## config.mk

```make
export PLATFORM = sky130hd
export DESIGN_NAME = core_sequencer_flat
export DESIGN_NICKNAME = d
export VERILOG_FILES = /design/src/rtl/core_sequencer_if.sv /design/src/rtl/core_sequencer.sv /design/src/flat_wrapper.sv
export SDC_FILE = /design/constraint.sdc
export NUM_CORES = 1
export LEC_CHECK = 0
export CAP_MARGIN = 20
export CORE_UTILIZATION = 40
export DETAILED_ROUTE_END_ITERATION = 10
export GPL_ROUTABILITY_DRIVEN = 0
export HOLD_SLACK_MARGIN = 0.05
export MAX_ROUTING_LAYER = met4
export PLACE_DENSITY = 0.68
export SYNTH_ARGS = -nofsm -noshare
export SYNTH_HDL_FRONTEND = slang
export SYNTH_SLANG_ARGS = --single-unit
```

## constraint.sdc

```tcl
create_clock -name clk -period 7.35 [get_ports clk]
set_input_delay 0.735 -clock clk [delete_from_list [all_inputs] [get_ports clk]]
set_output_delay 0.735 -clock clk [all_outputs]
set_load 0.1 [all_outputs]
```

## src/rtl/core_sequencer_if.sv

```systemverilog
// Instruction-memory fetch handshake between the sequencer and program memory.
// master: sequencer (drives req/addr); slave: memory (drives ack/rdata).
interface core_sequencer_if #(
  parameter int XLEN = 32
) ();
  logic            imem_req;
  logic [XLEN-1:0] imem_addr;
  logic            imem_ack;
  logic [31:0]     imem_rdata;

  modport master (
    output imem_req, imem_addr,
    input  imem_ack, imem_rdata
  );

  modport slave (
    input  imem_req, imem_addr,
    output imem_ack, imem_rdata
  );
endinterface

```

## src/rtl/core_sequencer.sv

```systemverilog
// Multi-cycle fetch/execute controller: owns PC and IR, run/step/halt control.
// Ports: clk, reset, run, step, halt_req, imem (fetch if), instr, rf_we, pc,
//        halted, trap, instret.
module core_sequencer #(
  parameter int              XLEN       = 32,
  parameter logic [XLEN-1:0] PC_RESET   = '0,
  parameter int              PMEM_DEPTH = 64
) (
  input  logic                clk,
  input  logic                reset,
  input  logic                run,
  input  logic                step,
  input  logic                halt_req,
  core_sequencer_if.master    imem,
  output logic [31:0]         instr,
  output logic                rf_we,
  output logic [XLEN-1:0]     pc,
  output logic                halted,
  output logic                trap,
  output logic [31:0]         instret
);

  localparam logic [1:0] S_HALTED = 2'd0;
  localparam logic [1:0] S_FETCH  = 2'd1;
  localparam logic [1:0] S_EXEC   = 2'd2;

  localparam logic [31:0] NOP    = 32'h0000_0013;
  localparam logic [31:0] EBREAK = 32'h0010_0073;

  // First address past the program; retiring into it halts.
  localparam logic [XLEN-1:0] PC_END =
    PC_RESET + XLEN'(4 * PMEM_DEPTH);

  logic [1:0]      state_q, state_d;
  logic [XLEN-1:0] pc_q, pc_d;
  logic [31:0]     instr_q, instr_d;
  logic [31:0]     instret_q, instret_d;
  logic            trap_q, trap_d;
  logic            hp_q, hp_d;
  logic            sm_q, sm_d;

  logic [XLEN-1:0] pc_inc;
  logic            is_legal;
  logic            is_ebreak;
  logic            stop;

  assign pc_inc    = pc_q + XLEN'(4);
  assign is_legal  = (instr_q[6:0] == 7'b0010011) ||
                     (instr_q[6:0] == 7'b0110011);
  assign is_ebreak = (instr_q == EBREAK);
  assign stop      = hp_q || halt_req || sm_q ||
                     (pc_inc == PC_END);

  always_comb begin
    state_d   = state_q;
    pc_d      = pc_q;
    instr_d   = instr_q;
    instret_d = instret_q;
    trap_d    = trap_q;
    hp_d      = hp_q;
    sm_d      = sm_q;
    unique case (state_q)
      S_HALTED: begin
        hp_d = 1'b0;
        if (!trap_q && !halt_req) begin
          if (run) begin
            state_d = S_FETCH;
            sm_d    = 1'b0;
          end else if (step) begin
            state_d = S_FETCH;
            sm_d    = 1'b1;
          end
        end
      end
      S_FETCH: begin
        if (halt_req) hp_d = 1'b1;
        if (imem.imem_ack) begin
          instr_d = imem.imem_rdata;
          state_d = S_EXEC;
        end
      end
      S_EXEC: begin
        state_d = S_HALTED;
        hp_d    = 1'b0;
        sm_d    = 1'b0;
        unique case (1'b1)
          is_legal: begin
            pc_d      = pc_inc;
            instret_d = instret_q + 32'd1;
            if (!stop) begin
              state_d = S_FETCH;
              hp_d    = hp_q;
              sm_d    = sm_q;
            end
          end
          is_ebreak: ;
          default: trap_d = 1'b1;
        endcase
      end
      default: state_d = S_HALTED;
    endcase
  end

  always_ff @(posedge clk) begin
    if (reset) begin
      state_q   <= S_HALTED;
      pc_q      <= PC_RESET;
      instr_q   <= NOP;
      instret_q <= '0;
      trap_q    <= 1'b0;
      hp_q      <= 1'b0;
      sm_q      <= 1'b0;
    end else begin
      state_q   <= state_d;
      pc_q      <= pc_d;
      instr_q   <= instr_d;
      instret_q <= instret_d;
      trap_q    <= trap_d;
      hp_q      <= hp_d;
      sm_q      <= sm_d;
    end
  end

  assign imem.imem_req  = (state_q == S_FETCH);
  assign imem.imem_addr = pc_q;
  assign instr          = instr_q;
  assign rf_we          = (state_q == S_EXEC) && is_legal;
  assign pc             = pc_q;
  assign halted         = (state_q == S_HALTED);
  assign trap           = trap_q;
  assign instret        = instret_q;

endmodule

```

## src/flat_wrapper.sv

```systemverilog
// flat-port wrapper written by rule: the top's interface ports become plain ports
module core_sequencer_flat 
#(
  parameter int              XLEN       = 32,
  parameter logic [XLEN-1:0] PC_RESET   = '0,
  parameter int              PMEM_DEPTH = 64
)
  (clk, reset, run, step, halt_req, instr, rf_we, pc, halted, trap, instret, imem_imem_req, imem_imem_addr, imem_imem_ack, imem_imem_rdata);
  core_sequencer_if #(.XLEN(XLEN)) imem_i ();
  input  logic clk;
  input  logic reset;
  input  logic run;
  input  logic step;
  input  logic halt_req;
  output logic [31:0] instr;
  output logic rf_we;
  output logic [XLEN-1:0] pc;
  output logic halted;
  output logic trap;
  output logic [31:0] instret;
  output wire logic [$bits(imem_i.imem_req)-1:0] imem_imem_req;
  output wire logic [$bits(imem_i.imem_addr)-1:0] imem_imem_addr;
  input wire logic [$bits(imem_i.imem_ack)-1:0] imem_imem_ack;
  input wire logic [$bits(imem_i.imem_rdata)-1:0] imem_imem_rdata;
  assign imem_imem_req = imem_i.imem_req;
  assign imem_imem_addr = imem_i.imem_addr;
  assign imem_i.imem_ack = imem_imem_ack;
  assign imem_i.imem_rdata = imem_imem_rdata;
  core_sequencer #(.XLEN(XLEN), .PC_RESET(PC_RESET), .PMEM_DEPTH(PMEM_DEPTH)) u_core (.clk(clk), .reset(reset), .run(run), .step(step), .halt_req(halt_req), .imem(imem_i), .instr(instr), .rf_we(rf_we), .pc(pc), .halted(halted), .trap(trap), .instret(instret));
endmodule
```

# Word level (Yosys, flattened, before mapping)
# Index checks and enable logic that the tools add are counted.
# word_totals
output_inout_bits	132
ff_bits	101
in_bits	38
word_cells	54
# classes
n_mux	15
eq_ne	11
addsub	2
reduce_logical	18
bitwise_logic	1
# op_table
cell	n
$add A32 B1 Y32 const B	1
$add A32 B3 Y32 const B	1
$eq A32 B21 Y1 const B	1
$eq A32 B9 Y1 const B	1
$mux W2	5
$eq A7 B5 Y1 const B	1
$eq A7 B6 Y1 const B	1
$mux W1	7
$ne A3 B3 Y1 const B	2
$pmux W2 S3	1
$reduce_and A2 Y1	3
$reduce_and A3 Y1	2
$logic_or A1 B1 Y1	4
$ne A2 B1 Y1 const B	2
$reduce_and A4 Y1	1
$pmux W1 S3	1
$reduce_bool A3 Y1	1
$eq A2 B1 Y1 const B	1
$eq A2 B2 Y1 const B	1
$logic_and A1 B1 Y1	2
$logic_not A1 Y1	2
$logic_not A2 Y1	1
$ne A2 B2 Y1 const B	1
$pmux W1 S2	1
3 further kinds	3

# Logic depth before layout (Yosys ltp)
# Gate-level depths: netlist of run 1.
# depth
word_depth	6
ltp_mapped	10
depth_no_buf	8

# Least setup slack after synthesis of run 1
# No wires, ideal clock.
# synth_path
path_kind	register to register
start	register u_core.pc_q[6], in the netlist u_core.imem.imem_addr[6]
end	register u_core.state_q[0]
path_stages_with_launch	10
arrival_ns	3.362
setup_time_ns	0.124
n_path_buf	2
t_required_ns	7.226
period_less_slack_ns	3.486
setup_slack_ns	3.864
cell_sequence	dfxtp_1 > buf_2 > nand3_4 > or4_4 > or3_1 > buf_2 > or3_1 > a31o_1 > o41ai_2 > a21oi_1
# synth_via
elab_chain_len	6
# synth_lines
element	line_no	text
start: declaration	core_sequencer.sv:35	logic [XLEN-1:0] pc_q, pc_d;
start signal: assignment	core_sequencer.sv:115	pc_q <= pc_d;
$add A32 B3 Y32	core_sequencer.sv:47	assign pc_inc = pc_q + XLEN'(4);
$eq A32 B9 Y1	core_sequencer.sv:52	(pc_inc == PC_END);
$logic_or A1 B1 Y1	core_sequencer.sv:51	assign stop = hp_q || halt_req || sm_q ||
$mux W1	core_sequencer.sv:90	if (!stop) begin
$mux W2	core_sequencer.sv:86	unique case (1'b1)
$pmux W2 S3	core_sequencer.sv:62	unique case (state_q)
end signal: assignment	core_sequencer.sv:114	state_q <= state_d;
end: declaration	core_sequencer.sv:34	logic [1:0] state_q, state_d;
# No other way between the ends.
# A chain may end at the register's enable or synchronous reset.

# Final worst setup path of run 1
# layout_path
start	register u_core.instr_q[3], in the netlist u_core.instr[3]
end	output port rf_we
# layout_via
elab_chain_len	3
word_cells_on_any_way	4
cone_classes	eq/ne: 2; reduce/logical: 2
# layout_lines
element	line_no	text
start: declaration	core_sequencer.sv:36	logic [31:0] instr_q, instr_d;
start signal: assignment	core_sequencer.sv:116	instr_q <= instr_d;
$eq A7 B5 Y1 / $eq A7 B6 Y1 (equally long branches)	core_sequencer.sv:48, core_sequencer.sv:49	
$logic_or A1 B1 Y1 *	core_sequencer.sv:48	assign is_legal = (instr_q[6:0] == 7'b0010011) ||
$logic_and A1 B1 Y1 *	core_sequencer.sv:127	assign rf_we = (state_q == S_EXEC) && is_legal;
end: declaration	flat_wrapper.sv:16	output logic rf_we;
# Every way passes the cells marked *; elsewhere a longest branch is shown, timed or not.

==> impl_metrics.json, run 1 <==
{
  "hold_viol": 0,
  "postSynth.asyncResetShare_pct": 0,
  "fin_skew_ps": 7.015,
  "slew_viol_final": 0,
  "wl_per_cell_um": 14.24,
  "min_path_type": "flop to flop",
  "max-cap-violations": 0,
  "hold_buffers": 0,
  "vdd_ir_drop_max_mv": 0.1753,
  "intPower_uw": 936.1,
  "pre_cts_ws_ps": 3978,
  "fill_cells": 1129,
  "drive_above_1_share_pct": 3.877,
  "dieArea_sq_um": 12850,
  "clkPwrFrac_pct": 42.9,
  "hold_slack_ps": 469.2,
  "cts_tree": "done",
  "critPathTopFamily": "buffers and inverters",
  "reg2reg_depth": 7,
  "p_sw_share_pct": 26.20,
  "cp.arrival_ps": 2990,
  "synth_most_common_cell": "nand2_1",
  "syn2layout_area_growth_pct": 37.76,
  "post-route-drc-count": 0,
  "first_iter_violations": 195,
  "cts_setup_buffers": 0,
  "yosysWarningCount": 0,
  "ys_seq_area_share_pct": 39.96,
  "critPathRequiredTime_ps": 6610,
  "syn_area_per_cell_sq_um": 7.811,
  "ys_types": 49,
  "outcome": "complete, no violations",
  "synth_area_leaders": "dfxtp_1, nand2_1, xor2_1",
  "post_cts_resized": 0,
  "vias": 4696,
  "tns_ps": 0,
  "insertion_delay_ps": 350,
  "pwr-share-comb_pct": 13.3,
  "initial_core_util_pct": 41.12,
  "synth_top_flop_cell": "dfxtp_1",
  "synth_edf_count": 0,
  "end_kind": "output port",
  "diodes": 0,
  "avgViaCountPerCell": 5.127,
  "dpl_cell_area_sq_um": 6436,
  "power_uw": 1268,
  "p_seq_share_pct": 43.8,
  "grt_pass1_vias": 4467,
  "core-area_sq_um": 12060,
  "crit_cells": 4,
  "worst_slack_ps": 3622,
  "cp_slowest_cell": "clkdlybuf4s50_1",
  "fp.dieW_um": 113.4,
  "postRouteAntennaNets": 0,
  "synthTopCellsByCount": "nand2_1, dfxtp_1, nor2_1",
  "clk_path_buf_depth": 2,
  "rsz0062_at_grt": "false",
  "antenna_found_initial": 0,
  "timing.fmax_mhz": 268.3,
  "cp_num_buf_inv": 2,
  "yosys_register_bits": 99,
  "fin_crit_sh_pct": 50.72,
  "firstDrtPassIters": 5,
  "cp_cell_sequence": "nand4bb_1, or4_1, inv_2, clkdlybuf4s50_1",
  "synth_top_area_cell": "dfxtp_1",
  "synth_top_area_share_pct": 39.96,
  "grt_overflow": 0,
  "clkSlewWorstSetupHoldPaths_ps": 70,
  "grt_max_degree": 100,
  "cts_max_level": 3,
  "hold_depth": 2,
  "startpoint_type": "flop",
  "wl_um": 13040,
  "grt_pass1_wl_um": 21290,
  "crit_fanout": 9,
  "max_slew_margin_pct": 32.12,
  "fp.dieH_um": 113.4,
  "syn_inst": 635,
  "leakage_uw": 0.002270,
  "cts_buffers": 9,
  "setup_violations": 0,
  "netlist_area_sq_um": 4960,
  "cts.sinks": 99,
  "io_pins": 170,
  "rows": 40,
  "finalCriticalPeriod_ps": 3728,
  "post-dp-hpwl_um": 9193,
  "p_switching_uw": 332.4,
  "final_net_count": 784,
  "stdcell_area_sq_um": 6833,
  "port_buffers": 165,
  "track_usage_pct": 21.40,
  "p_per_area_nw_per_um2": 185.6,
  "critPathKind": "flop to output port",
  "cts_root_buffer": "clkbuf_16",
  "worstMarginPinSlew_ps": 1018,
  "slowest_delay_ps": 1190
}
==> through the flow <==
step	util, %	cells
final	56.65	916
after global routing	56.65	916
after CTS	56.19	914
after detailed placement	53.36	899
after global placement	53.36	899
after floorplan	-	638
==> worst paths after layout <==
path                                              start                              to  slack, ps
setup / recovery           u_core.instr[3]$_SDFFE_PP0P_                           rf_we       3620
hold / removal            u_core.instr[13]$_SDFFE_PP0P_   u_core.instr[13]$_SDFFE_PP0P_        470
setup reg to reg  u_core.imem.imem_addr[6]$_SDFFE_PP0P_  u_core.state_q[0]$_SDFFE_PP0P_       4400
hold reg to reg           u_core.instr[13]$_SDFFE_PP0P_   u_core.instr[13]$_SDFFE_PP0P_        470
==> state kept, by name (all words and copies together), names as in the netlist <==
register,flops
u_core.imem.imem_addr,30
u_core.trap,1
u_core.instret,32
u_core.sm_q,1
u_core.instr,32
u_core.hp_q,1
u_core.state_q,2
==> layout by cell type, fill, tap and decap left out, types with 2 or more instances in the layout <==
cell             synthesis  layout
inv_1                    9       9
bufinv_16                0       3
and4_1                   3       3
nand2_1                102     102
clkbuf_16                0       9
dfxtp_1                 99      99
xor2_1                  33      33
or3_1                   16      16
mux2i_1                  3       3
nand2b_1                 4       4
buf_16                   0       2
a211o_1                  3       3
nor3_1                  15      15
buf_4                   34       2
nor4_1                  15      14
nand3b_1                 3       3
and2_1                   9       9
clkdlybuf4s50_1          0     164
nand3_1                 19      19
nor2_1                  72      72
conb_1                   1       4
o21ai_0                 14      14
nor4b_1                  3       3
or4_1                    2       2
a211oi_1                 2       2
ha_1                     2       2
nand4_1                 27      27
xnor2_1                 26      26
a21oi_1                 51      51
and3_1                   9       9
==> routing by layer <==
metal	GRT usage [%]	share of wire (%)
met5	-	0
met2	34.48	47
met4	7.544	1.8
met1	24.18	43
met3	8.249	8.3
==> cell families after synthesis <==
kind of cell             synth area share [%]
buffers and inverters                   9.081
AND/OR/NAND/NOR                         30.30
adder cells (fa/ha/maj)                0.5045
other                                 0.07561
AO/OA/AOI/OAI                           9.057
multiplexers                           0.6055
flip-flops                              39.96
XOR/XNOR                                10.42
==> cell type report <==
cell class,instances,area [sq um],share of cell area [%]
Multi-Input combinational cell,455,2545,37.25
Sequential cell,99,1982,29.01
Timing Repair Buffer,169,1717,25.12
Clock buffer,11,242.7,3.552
Tap cell,168,210.2,3.076
Clock inverter,4,98.84,1.447
Inverter,10,37.54,0.5494
==> worst min-delay path, stage by stage (launching register included) <==
cell and delay [ps]:
dfxtp_1 320, nand2_1 50, a21oi_1 50
==> power groups by stage <==
stage | Combinational (uW) | Sequential, uW | Clock, uW
floorplan | 58.4 | 627 | 0
global placement | 164 | 567 | 0
detailed placement | 165 | 568 | 0
CTS | 165 | 556 | 559
global route | 178 | 557 | 583
finish | 169 | 556 | 544
Note: power is estimated with default switching activity, not from simulation.
==> inputs of run 2 (changes only) <==
clock period = 3.51 ns   (was 7.35 ns; I/O delays follow)
==> run 2 against run 1 <==
Net effect:
- setup slack got worse by 3000 ps
- power rose by 97%
- cell count increased by 0.22%
- critical endpoint is now u_core.state_q[0]$_SDFFE_PP0P_
- highest routed layer unchanged
==> impl_metrics.json, run 2 (synthesized netlist as in run 1, its figures left out) <==
{
  "rows": 40,
  "grt_overflow": 0,
  "clkSlewWorstSetupHoldPaths_ps": 70,
  "cp_num_buf_inv": 0,
  "top_usage_layer": "met2",
  "final_cells": 918,
  "grt_util_met2_pct": 32.68,
  "stdcell_area_sq_um": 6750,
  "vias": 4647,
  "cts_root_buffer": "clkbuf_16",
  "critPathKind": "flop to flop",
  "final_net_count": 785,
  "max-cap-violations": 0,
  "insertion_delay_ps": 350,
  "finalCriticalPeriod_ps": 2911,
  "use_met1_pct": 24.75,
  "worst_slack_ps": 599.4,
  "hold_buffers": 0,
  "layout_common_cells": "clkdlybuf4s50_1, nand2_1, dfxtp_1, nor2_1, a21oi_1",
  "regArea_sq_um": 1982,
  "tns_ps": 0,
  "rsz0062_at_grt": "false",
  "fp.dieW_um": 113.4,
  "fp.dieH_um": 113.4,
  "timing.fmax_mhz": 343.6,
  "syn2layout_area_growth_pct": 36.10,
  "fin_skew_ps": 6.889,
  "cp.arrival_ps": 3130,
  "end_kind": "flop",
  "setup_violations": 0,
  "firstDrtPassIters": 4,
  "critPathTopFamily": "simple AND/OR/NAND/NOR gates",
  "outcome": "complete, no violations",
  "wl_per_cell_um": 13.88,
  "cp_slowest_cell": "dfxtp_1",
  "grt_pass1_wl_um": 20760,
  "post-dp-hpwl_um": 9195,
  "initial_core_util_pct": 41.12,
  "multi_input_area_sq_um": 2545,
  "startpoint_type": "flop",
  "cts.sinks": 99,
  "vdd_ir_drop_max_mv": 0.2436,
  "grt_max_degree": 59,
  "leakage_uw": 0.002236,
  "dieArea_sq_um": 12850,
  "dpl_cell_area_sq_um": 6454,
  "post_cts_resized": 0,
  "drive_above_1_share_pct": 4.267,
  "crit_fanout": 11,
  "slew_viol_final": 0,
  "antenna_found_initial": 0,
  "port_buffers": 165,
  "critPathMostFrequentCell": "or3_1",
  "fill_cells": 1156,
  "max_slew_margin_pct": 27.72,
  "p_per_area_nw_per_um2": 370.2,
  "mostFrequentLayoutCell": "clkdlybuf4s50_1",
  "wl_um": 12740,
  "core-area_sq_um": 12060,
  "fin_crit_sh_pct": 82.92,
  "grtUsageMet3_pct": 6.427,
  "postRouteAntennaNets": 0,
  "cp_cell_sequence": "nand3_4, or4_4, or3_1, or3_1, a31o_1, o41ai_2, a21oi_1",
  "diodes": 0,
  "dpl.cell_count": 902,
  "clk_path_buf_depth": 2,
  "cts_buffers": 9,
  "worstMarginPinSlew_ps": 1082,
  "grt_pass1_vias": 4317,
  "cts_tree": "done",
  "slowest_delay_ps": 560,
  "pre_cts_ws_ps": 614.5,
  "track_usage_pct": 20.83,
  "first_iter_violations": 202,
  "avgViaCountPerCell": 5.062,
  "critPathRequiredTime_ps": 3730,
  "post-route-drc-count": 0,
  "cts_setup_buffers": 0,
  "min_path_type": "flop to flop",
  "io_pins": 170,
  "hold_viol": 0,
  "cts_max_level": 3
}
==> run 2: area by class of cell <==
cell class	instances	share of cell area (%)
Timing Repair Buffer	170	24.87
Clock buffer	12	3.652
Sequential cell	99	29.36
Clock inverter	4	0.7414
Tap cell	168	3.114
Inverter	10	0.5561
Multi-Input combinational cell	455	37.70
==> run 2: worst min-delay path, cell delays in order, from the launching register on <==
cell and delay, ps:
dfxtp_1 310, nand2_1 50, a21oi_1 50
==> run 2: power breakdown <==
part	switching, uW	internal, uW	leakage (uW)
clock	418	571	0.000139
sequential	19.2	1140	0.000800
combinational	251	95.6	0.00130
total	688	1810	0.00224
==> run 2: path summary, 6_finish.rpt <==
kind                                               from                             end  slack (ps)  depth (start not counted)
setup / recovery  u_core.imem.imem_addr[6]$_SDFFE_PP0P_  u_core.state_q[0]$_SDFFE_PP0P_         600                          7
hold / removal             u_core.instr[3]$_SDFFE_PP0P_    u_core.instr[3]$_SDFFE_PP0P_         470                          2
setup reg to reg  u_core.imem.imem_addr[6]$_SDFFE_PP0P_  u_core.state_q[0]$_SDFFE_PP0P_         600                          7
hold reg to reg            u_core.instr[3]$_SDFFE_PP0P_    u_core.instr[3]$_SDFFE_PP0P_         470                          2
==> run 2: per-stage QoR <==
step	power [uW]	utilization, %	hold slack [ps]
after floorplan	1434	-	468.8
after global placement	1533	53.51	454.4
after detailed placement	1535	53.51	466.3
after CTS	2532	55.96	472.2
after global routing	2599	55.96	497.6
final	2499	55.96	465.6
==> run 2: layer usage <==
| metal | wire length [um] | up-vias |
|---|---|---|
| li1 | - | 2336 |
| met1 | 5671 | 2133 |
| met2 | 5803 | 160 |
| met3 | 1058 | 18 |
| met4 | 209 | 0 |
| met5 | 0 | - |
==> inputs of run 3 (changes only) <==
clock period = 3 ns   (was 3.51 ns; I/O delays follow)
==> run 3 against run 2 <==
Net effect:
- clock-buffer cell count unchanged
- global-route usage down 0.063 points
- first-iteration DRC count up 5.4%
- clock power up 14%
- fmax up 6.9%
- largest cell class unchanged
==> impl_metrics.json, run 3 (synthesized netlist as in run 1, its figures left out) <==
{
  "fin_crit_sh_pct": 90.78,
  "crit_fanout": 8,
  "track_usage_pct": 20.77,
  "critPathKind": "flop to flop",
  "fp.dieW_um": 113.4,
  "initial_core_util_pct": 41.12,
  "insertion_delay_ps": 340,
  "firstDrtPassIters": 4,
  "cts_root_buffer": "clkbuf_16",
  "end_kind": "flop",
  "hold_buffers": 0,
  "diodes": 0,
  "leakage_uw": 0.002488,
  "wl_per_cell_um": 14.09,
  "rows": 40,
  "cts_tree": "done",
  "avgViaCountPerCell": 5.105,
  "post-dp-hpwl_um": 9370,
  "cts_setup_buffers": 0,
  "mostFrequentLayoutCell": "buf_4",
  "setup_violations": 0,
  "post-route-drc-count": 0,
  "slowest_delay_ps": 520,
  "cts_max_level": 3,
  "cts.sinks": 99,
  "wl_um": 12910,
  "fp.dieH_um": 113.4,
  "clk_path_buf_depth": 2,
  "syn2layout_area_growth_pct": 30.98,
  "final_net_count": 784,
  "postRouteAntennaNets": 0,
  "grt_pass1_wl_um": 20830,
  "drive_above_1_share_pct": 22.99,
  "grt_max_degree": 57,
  "finalCriticalPeriod_ps": 2723,
  "critPathTopFamily": "simple AND/OR/NAND/NOR gates",
  "post_cts_resized": 0,
  "max-cap-violations": 0,
  "fin_skew_ps": 6.142,
  "worstMarginPinSlew_ps": 1097,
  "dieArea_sq_um": 12850,
  "vias": 4676,
  "critPathRequiredTime_ps": 3220,
  "cp_num_buf_inv": 0,
  "first_iter_violations": 213,
  "cts_buffers": 9,
  "tns_ps": 0,
  "critPathMostFrequentCell": "or3_1",
  "io_pins": 170,
  "clkSlewWorstSetupHoldPaths_ps": 70,
  "hold_viol": 0,
  "core-area_sq_um": 12060,
  "min_path_type": "flop to flop",
  "hold_slack_ps": 467.8,
  "grt_pass1_vias": 4298,
  "rsz0062_at_grt": "false",
  "cp_cell_sequence": "nand3_2, or4_4, or3_1, or3_1, a31o_1, o41ai_2, a21oi_1",
  "antenna_found_initial": 0,
  "startpoint_type": "flop",
  "outcome": "complete, no violations",
  "port_buffers": 165,
  "fill_cells": 1167,
  "max_slew_margin_pct": 26.87,
  "slew_viol_final": 0,
  "cp_slowest_cell": "or4_4",
  "layout_common_cells": "buf_4, nand2_1, dfxtp_1, nor2_1, a21oi_1",
  "timing.fmax_mhz": 367.2,
  "cp.arrival_ps": 2950,
  "grt_overflow": 0,
  "reg2reg_slack_ps": 280,
  "p_per_area_nw_per_um2": 444.6,
  "vdd_ir_drop_max_mv": 0.3449
}
[run 3: tightest hold or removal path, stage by stage (launching register included)]
cell and delay (ps):
dfxtp_2 330, nand2_1 50, a21oi_1 60
[run 3: final timing paths]
path / startpoint / end / depth (start not counted)
worst max-delay path: u_core.imem.imem_addr[11]$_SDFFE_PP0P_ / u_core.state_q[0]$_SDFFE_PP0P_ / 7
worst min-delay path: u_core.instr[3]$_SDFFE_PP0P_ / u_core.instr[3]$_SDFFE_PP0P_ / 2
worst max register to register: u_core.imem.imem_addr[11]$_SDFFE_PP0P_ / u_core.state_q[0]$_SDFFE_PP0P_ / 7
worst min register to register: u_core.instr[3]$_SDFFE_PP0P_ / u_core.instr[3]$_SDFFE_PP0P_ / 2
[run 3: layer usage]
layer	routed length, um	share of wire (%)	GRT usage (%)
met3	722	5.6	4.981
met5	0	0	-
met1	6027	47	25.45
met2	5963	46	33.13
met4	197	1.5	7.807
[run 3: layout make-up]
cell class	count	area [sq um]	share of cell area [%]
Multi-Input combinational cell	455	2551	39.27
Inverter	10	37.54	0.5778
Timing Repair Buffer	169	1391	21.42
Tap cell	168	210.2	3.236
Sequential cell	99	2017	31.05
Clock buffer	12	267.8	4.122
Clock inverter	3	21.27	0.3274
[run 3: power breakdown]
part           leakage [uW]  switching [uW]  internal, uW  total (uW)
combinational       0.00154             294           107         402
sequential         0.000808            23.5          1340        1360
clock              0.000140             496           632        1130
total               0.00249             814          2070        2890
[run 3: per-stage QoR]
step	cells	setup WS [ps]	total power, uW	instance area (sq um)	util, %
floorplan	638	15.45	1675	5006	-
global placement	901	363.4	1786	6201	51.41
detailed placement	901	307.8	1790	6201	51.41
CTS	916	292.4	2928	6490	53.81
global route	916	171.3	2996	6496	53.86
finish	916	276.6	2888	6496	53.86
